**src/rtl/vm_change_dispenser_pkg.sv**
```systemverilog
// Shared definitions for the change dispenser: coin count, timer reload value,
// default coin denominations and dispenser FSM state encodings.
package vm_change_dispenser_pkg;

  localparam int K_NUM_COINS = 3;
  localparam int K_WAIT_TIME = 10;

  localparam int K_COIN0_VAL = 100;
  localparam int K_COIN1_VAL = 500;
  localparam int K_COIN2_VAL = 1000;

  typedef enum logic [1:0] {
    K_DISP_IDLE     = 2'd0,
    K_DISP_DISPENSE = 2'd1,
    K_DISP_DONE     = 2'd2
  } disp_state_e;

endpackage

```
**src/rtl/vm_coin_select.sv**
```systemverilog
// Combinational: picks the largest coin whose value fits in the remaining balance.
// Returns a one-hot coin index and that coin's value; zero when nothing fits.
module vm_coin_select
  import vm_change_dispenser_pkg::*;
#(
  parameter int BAL_W     = 31,
  parameter int COIN0_VAL = K_COIN0_VAL,
  parameter int COIN1_VAL = K_COIN1_VAL,
  parameter int COIN2_VAL = K_COIN2_VAL
) (
  input  logic [BAL_W-1:0]       i_remaining,
  output logic [K_NUM_COINS-1:0] o_coin,
  output logic [BAL_W-1:0]       o_coin_val
);

  always_comb begin
    o_coin     = '0;
    o_coin_val = '0;
    if (i_remaining >= BAL_W'(COIN2_VAL)) begin
      o_coin     = 3'b100;
      o_coin_val = BAL_W'(COIN2_VAL);
    end else if (i_remaining >= BAL_W'(COIN1_VAL)) begin
      o_coin     = 3'b010;
      o_coin_val = BAL_W'(COIN1_VAL);
    end else if (i_remaining >= BAL_W'(COIN0_VAL)) begin
      o_coin     = 3'b001;
      o_coin_val = BAL_W'(COIN0_VAL);
    end
  end

endmodule

```
**src/rtl/vm_change_dispenser.sv**
```systemverilog
// Returns the outstanding balance as coins, largest first, once the wait timer
// expires; one coin per accepted hopper handshake, then a one-cycle done pulse.
module vm_change_dispenser
  import vm_change_dispenser_pkg::*;
#(
  parameter int BAL_W     = 31,
  parameter int COIN0_VAL = K_COIN0_VAL,
  parameter int COIN1_VAL = K_COIN1_VAL,
  parameter int COIN2_VAL = K_COIN2_VAL
) (
  input  logic                   clk,
  input  logic                   reset_n,
  input  logic [31:0]            i_wait_time,
  input  logic [BAL_W-1:0]       i_balance,
  input  logic                   i_hopper_ready,
  output logic [K_NUM_COINS-1:0] o_return_coin,
  output logic                   o_busy,
  output logic                   o_done,
  output logic [BAL_W-1:0]       o_remainder
);

  disp_state_e             r_state;
  logic [BAL_W-1:0]        r_remaining;
  logic                    r_prev_nonzero;
  logic                    r_busy;
  logic                    r_done;
  logic [BAL_W-1:0]        r_remainder;

  logic [K_NUM_COINS-1:0]  w_coin;
  logic [BAL_W-1:0]        w_coin_val;
  logic                    w_start;

  vm_coin_select #(
    .BAL_W     (BAL_W),
    .COIN0_VAL (COIN0_VAL),
    .COIN1_VAL (COIN1_VAL),
    .COIN2_VAL (COIN2_VAL)
  ) u_coin_select (
    .i_remaining (r_remaining),
    .o_coin      (w_coin),
    .o_coin_val  (w_coin_val)
  );

  // Falling edge of the timer only; a zero balance at expiry is a no-op.
  assign w_start = (i_wait_time == 32'd0) && r_prev_nonzero &&
                   (r_state == K_DISP_IDLE) && (i_balance != '0);

  always_ff @(posedge clk or negedge reset_n) begin
    if (!reset_n) begin
      r_state        <= K_DISP_IDLE;
      r_remaining    <= '0;
      r_prev_nonzero <= 1'b0;
      r_busy         <= 1'b0;
      r_done         <= 1'b0;
      r_remainder    <= '0;
    end else begin
      r_prev_nonzero <= (i_wait_time != 32'd0);
      case (r_state)
        K_DISP_IDLE: begin
          if (w_start) begin
            r_remaining <= i_balance;
            r_busy      <= 1'b1;
            r_state     <= K_DISP_DISPENSE;
          end
        end
        K_DISP_DISPENSE: begin
          if (w_coin == '0) begin
            r_done      <= 1'b1;
            r_remainder <= r_remaining;
            r_state     <= K_DISP_DONE;
          end else if (i_hopper_ready) begin
            r_remaining <= r_remaining - w_coin_val;
          end
        end
        K_DISP_DONE: begin
          r_done      <= 1'b0;
          r_busy      <= 1'b0;
          r_remainder <= '0;
          r_state     <= K_DISP_IDLE;
        end
        default: begin
          r_state <= K_DISP_IDLE;
        end
      endcase
    end
  end

  assign o_return_coin = (r_state == K_DISP_DISPENSE) ? w_coin : '0;
  assign o_busy        = r_busy;
  assign o_done        = r_done;
  assign o_remainder   = r_remainder;

endmodule

```
**config.mk**
```make
export PLATFORM = sky130hd
export DESIGN_NAME = vm_change_dispenser
export DESIGN_NICKNAME = d
export VERILOG_FILES = /design/src/rtl/vm_change_dispenser_pkg.sv /design/src/rtl/vm_coin_select.sv /design/src/rtl/vm_change_dispenser.sv
export SDC_FILE = /design/constraint.sdc
export NUM_CORES = 1
export LEC_CHECK = 0
export BUFFER_PORTS_ARGS = -buffer_cell sky130_fd_sc_hd__clkbuf_2
export CORE_MARGIN = 2
export CORE_UTILIZATION = 45
export DETAILED_ROUTE_END_ITERATION = 16
export PLACE_DENSITY = 0.76
export SYNTH_ARGS = -nofsm -noshare
export SYNTH_HDL_FRONTEND = slang
export SYNTH_HIERARCHICAL = 1
export SYNTH_SLANG_ARGS = --single-unit
```
**constraint.sdc**
```tcl
create_clock -name clk -period 4.8 [get_ports clk]
set_input_delay 0.72 -clock clk [delete_from_list [all_inputs] [get_ports clk]]
set_output_delay 0.72 -clock clk [all_outputs]
set_load 0.01 [all_outputs]
```
-- After elaboration in Yosys (flattened, before gate mapping)
Cells that the tools add are included.
- output and inout bits: 36
- input bits: 66
- word-level logic and storage cells: 51
- flip-flop bits (word level): 67
- order comparisons: 3
- eq/ne operators: 6
- $add $sub $neg: 1
- muxes and demuxes: 20
- reduce and logical (&&, ||, !) cells: 15
- operators by type and width (kind ; number):
    two-way mux 31 bit ; 6
    case mux 31 bit (2 select lines) ; 2
    logical NOT 32 bit ; 1
    nonzero test 32 bit ; 1
    greater-or-equal comparator 31 x 10 -> 1 bit (second input constant) ; 1
    greater-or-equal comparator 31 x 7 -> 1 bit (second input constant) ; 1
    greater-or-equal comparator 31 x 9 -> 1 bit (second input constant) ; 1
    nonzero test 31 bit ; 1
    subtractor 31 bit ; 1
    two-way mux 3 bit ; 3
    != test 2 bit (second input constant) ; 4
    two-way mux 7 bit ; 1
    AND reduction 2 bit ; 3
    nonzero test 2 bit ; 3
    two-way mux 2 bit ; 2
    case mux 1 bit (2 select lines) ; 2
    case mux 2 bit (2 select lines) ; 1
    AND reduction 4 bit ; 1
    logical AND 1 bit ; 3
    logical NOT 3 bit ; 1
    two-way mux 1 bit ; 3
    equality test 2 x 1 -> 1 bit (second input constant) ; 1
    equality test 2 bit (second input constant) ; 1
    logical NOT 2 bit ; 1

-- Longest topological paths before layout
- depth after elaboration: 8
- depth in mapped cells: 15
- gate-level depth less buffers: 13

-- Hierarchy
The synthesis kept the hierarchy.
- modules (own cells, without submodules) (module ; area each (um^2) ; instances ; cells an instance ; sequential area each (um^2)):
    vm_change_dispenser ; 4858.4 ; 1 ; 623 ; 1676.6
    vm_coin_select ; 394.1 ; 1 ; 52 ; 0.0

-- Worst setup path before layout
No wires, ideal clock.
- path kind: reg2reg
- start point: register r_remaining[11]
- end point: register r_remaining[30]
- data arrival time: 3.304 ns
- path buffers: 2
- clock period less this slack: 3.372 ns
- cell stages (with the launch flop): 16
- data required time: 4.732 ns
- slack: 1.428 ns
- setup time: 0.068 ns
- cells stage by stage: dfrtp_1 -> nor4_1 -> o211ai_1 -> nor3_1 -> buf_4 -> inv_1 -> ha_1 -> buf_2 -> a211o_1 -> a31oi_1 -> or3_4 -> nand3_1 -> a311oi_2 -> o21ai_0 -> or3_1 -> nand3_1
- elaborated cells on any way between the ends: 16
- those cells by class: 1 x add/sub; 3 x order compare; 1 x eq/ne; 9 x mux; 2 x reduce/logical
- RTL lines (element ; RTL line ; source):
    start, declared ; vm_change_dispenser.sv:23 ; logic [BAL_W-1:0] r_remaining;
    start signal, assigned ; vm_change_dispenser.sv:61 ; r_remaining <= i_balance;
    start signal, assigned ; vm_change_dispenser.sv:72 ; r_remaining <= r_remaining - w_coin_val;
    greater-or-equal comparator 31 x 9 -> 1 bit ; vm_coin_select.sv:22 ; end else if (i_remaining >= BAL_W'(COIN1_VAL)) begin
    two-way mux 3 bit ; vm_coin_select.sv:22 ;
    two-way mux 3 bit * ; vm_coin_select.sv:19 ; if (i_remaining >= BAL_W'(COIN2_VAL)) begin
    net w_coin[1] ; vm_change_dispenser.sv:29 ; logic [K_NUM_COINS-1:0] w_coin;
    logical NOT 3 bit * ; vm_change_dispenser.sv:67 ; if (w_coin == '0) begin
    != test 2 bit (no line) * ; n/a ;
    AND reduction 4 bit (no line) * ; n/a ;
Mark *: on every way through the listed nets, which the timed path passes. The rest lies on a longest branch. The select of a mux whose other input is x is not followed.
A chain may end at the register's enable or synchronous reset.

-- Worst setup path after layout
- start point: register r_remaining[24]
- end point: register r_remaining[30]
Same word-level chain as after synthesis.

==> qor.txt <==
worst hold margin = 0.4719 ns
GR peak layer = met2
DRT Pass-1 Iters = 5
Post-CTS Setup Bufs = 0
# DRC = 0
wire per inst = 15.76 µm
largest family of logic cells by synthesized area = simple AND/OR/NAND/NOR gates
Compound-Gate Fraction of Synth Area = 22.49%
Post-synth EDFFs = 0
die area = 12,550 µm²
TritonCTS clock tree = built
met3 Usage GRT = 4.482%
IO Pins = 102
hold-critical path depth = 1
DP HPWL = 10,950 µm
vias in the first global route = 4,675
Antenna Violating Nets Remaining = 0
most area-hungry cell type in the Yosys netlist = dfrtp_1
Most used DFF post-synth = dfrtp_1
layout cells sized above 1 = 18.72%
Slew HR = 21.64%
met2 Usage GRT = 33.90%
max-slew violations = 0
Syn. warnings = 6
Overflow after GRT = 0
cell row count = 39
placed cells = 891
crit path DAT = 4.16 ns
synth top area cells = dfrtp_1 (32%), nand2_1 (9.3%), ha_1 (7.1%)
Crit path required time = 5.07 ns
WL final = 14,290 µm
Lkg Pwr = 2.797 nW
Area Overhead vs Synth = 14.44%
GRT met1 Usage = 33.06%
fin crit share = 81.12%
setup ws final = 0.9064 ns
Setup WS pre-CTS = 1.010 ns
Clock Path Buffers = 2
fmax = 0.2568 GHz
Via Count = 5,066
Synth cell types = 66
Yosys reg bits = 67
synthesized instance count = 675
status = finished, final reports clean
Final setup viols = 0
Std-Cell Core Area = 11,420 µm²
clk sinks = 67
nets = 856
xor and xnor area share after synthesis = 3.168%
minimum clock period = 3.894 ns
Final Hold Fails = 0
mux cell area share after synthesis = 0.7623%
Clock Latency Late Sink = 0.33 ns
wire length of the first global-routing pass = 23,300 µm
ys async rst share = 100.0%
clock transition at the registers of the reported paths = 0.06 ns
# hold bufs at CTS = 0
starting density of the core = 46.00%
RSZ-0062 raised after global routing = false
GRT Util Overall = 22.84%
register area share after synthesis = 31.92%
worst-path fanout max = 7
Simple-Gate Fraction of Synth Area = 24.54%
Mapped Area = 5253 µm²
clk_skew = 0.01044 ns
1st-iter DRT viols = 425
H-tree Lvls = 3
cell count of the worst reg-to-reg path = 13
share of the synthesized area in the top cell type = 31.92%
antenna cell count = 0
Adder-Cell Fraction of Synth Area = 7.527%
critical path type = register to register
Worst setup SP type = register
Least-Margin Pin Slew = 1.175 ns
chip height = 112.0 µm
Via density = 5.585
Non-Filler Instances = 907
maxcap violations = 0
cell area power density = 505.0 nW/µm²
initial antenna violation count = 0
largest net degree at the start of global routing = 49
TNS Setup = 0 ns
Crit. End Element = register
RePlAce Congestion = 0.9595
Port Buf Inserts = 101
CTS buffer count = 9
hold crit path type = register to register
Clock Tree Root = clkbuf_16
CTS resizes = 0
Die Wd = 112.0 µm
maximum vdd drop = 0.2796 mV
Mean Syn Cell Area = 7.782 µm²
==> final timing paths <==
kind	start	endpoint	slack [ns]
min in group asynchronous	reset_n	r_remaining[9]	0.48
min reg2reg	o_done	o_done	0.47
max in group asynchronous	reset_n	o_remainder[11]	3.35
min	o_done	o_done	0.47
max reg2reg	r_remaining[24]	r_remaining[30]	0.91
max	r_remaining[24]	r_remaining[30]	0.91
==> area by class of cell <==
| cell class | count | area (µm²) |
|---|---|---|
| clock buffers | 10 | 239.0 |
| flip-flops and latches | 67 | 1677 |
| well taps | 143 | 178.9 |
| inverters | 39 | 146.4 |
| repair buffers | 109 | 565.5 |
| fillers | 1097 | 5408 |
| clock inverters | 6 | 40.04 |
| multi-input cells | 533 | 3164 |
==> flip-flops by register name, summed over array words and instances, names as in the netlist <==
| register | count |
|---|---|
| o_busy | 1 |
| o_done | 1 |
| o_remainder | 31 |
| r_prev_nonzero | 1 |
| r_remaining | 31 |
| r_state | 2 |
==> report_power, final <==
group	internal (mW)	total [mW]	switching, mW
Combinational	0.650	1.51	0.857
Sequential	0.693	0.903	0.210
Clock	0.364	0.625	0.261
Total	1.71	3.04	1.33
==> worst max-delay path: stages, from the launching register on <==
cell and delay [ns]:
dfrtp_1 0.43, nor3_1 0.35, nand4_1 0.23, nor3_1 0.48, inv_1 0.09, ha_1 0.38, a211o_1 0.32, a31oi_1 0.28
or3_4 0.22, nand3_1 0.11, a311oi_2 0.30, o21ai_0 0.18, or3_1 0.36, nand3_1 0.08
==> placed cells by master (no fill, tap or decap), drive strengths merged, types with 15 or more instances in the layout <==
cell type  netlist  routed
dfrtp           67      67
nand2          130     130
conb             1      23
a31oi           19      19
nand3           15      15
ha              30      30
nor3            15      15
nor2            45      45
nor4            21      21
inv             39      40
o21ai           62      62
a21oi           48      48
clkbuf          22     110
==> Yosys cell counts, drive strengths merged (19+ instances only) <==
master and instances:
ha 30, buf 36, nand2 130, o21ai 62, dfrtp 67, nor2 45
nor4 21, clkbuf 22, inv 39, a21oi 48, a31oi 19
==> logic make-up after synthesis <==
family                     count (synthesis)
muxes                                      4
DFF                                       67
AOI/OAI and AO/OA                        185
other                                      1
adders and majority gates                 31
buffers and inverters                     97
and+or+nand+nor                          271
xor gates and xnor gates                  19
==> metal layers <==
layer,vias to the layer above,share of wire [%]
li1,2497,-
met1,2317,46
met2,219,43
met3,33,8.6
met4,0,2.8
met5,-,0
==> through the flow <==
step	util (%)	area [µm²]	power [mW]
2_1_floorplan	-	5335	2.037
3_3_place_gp	50.20	5732	2.347
3_5_place_dp	50.20	5732	2.371
4_1_cts	52.64	6011	3.000
5_1_grt	52.64	6011	3.258
6_report	52.64	6011	3.035
Note: power is estimated with default switching activity, not from simulation.
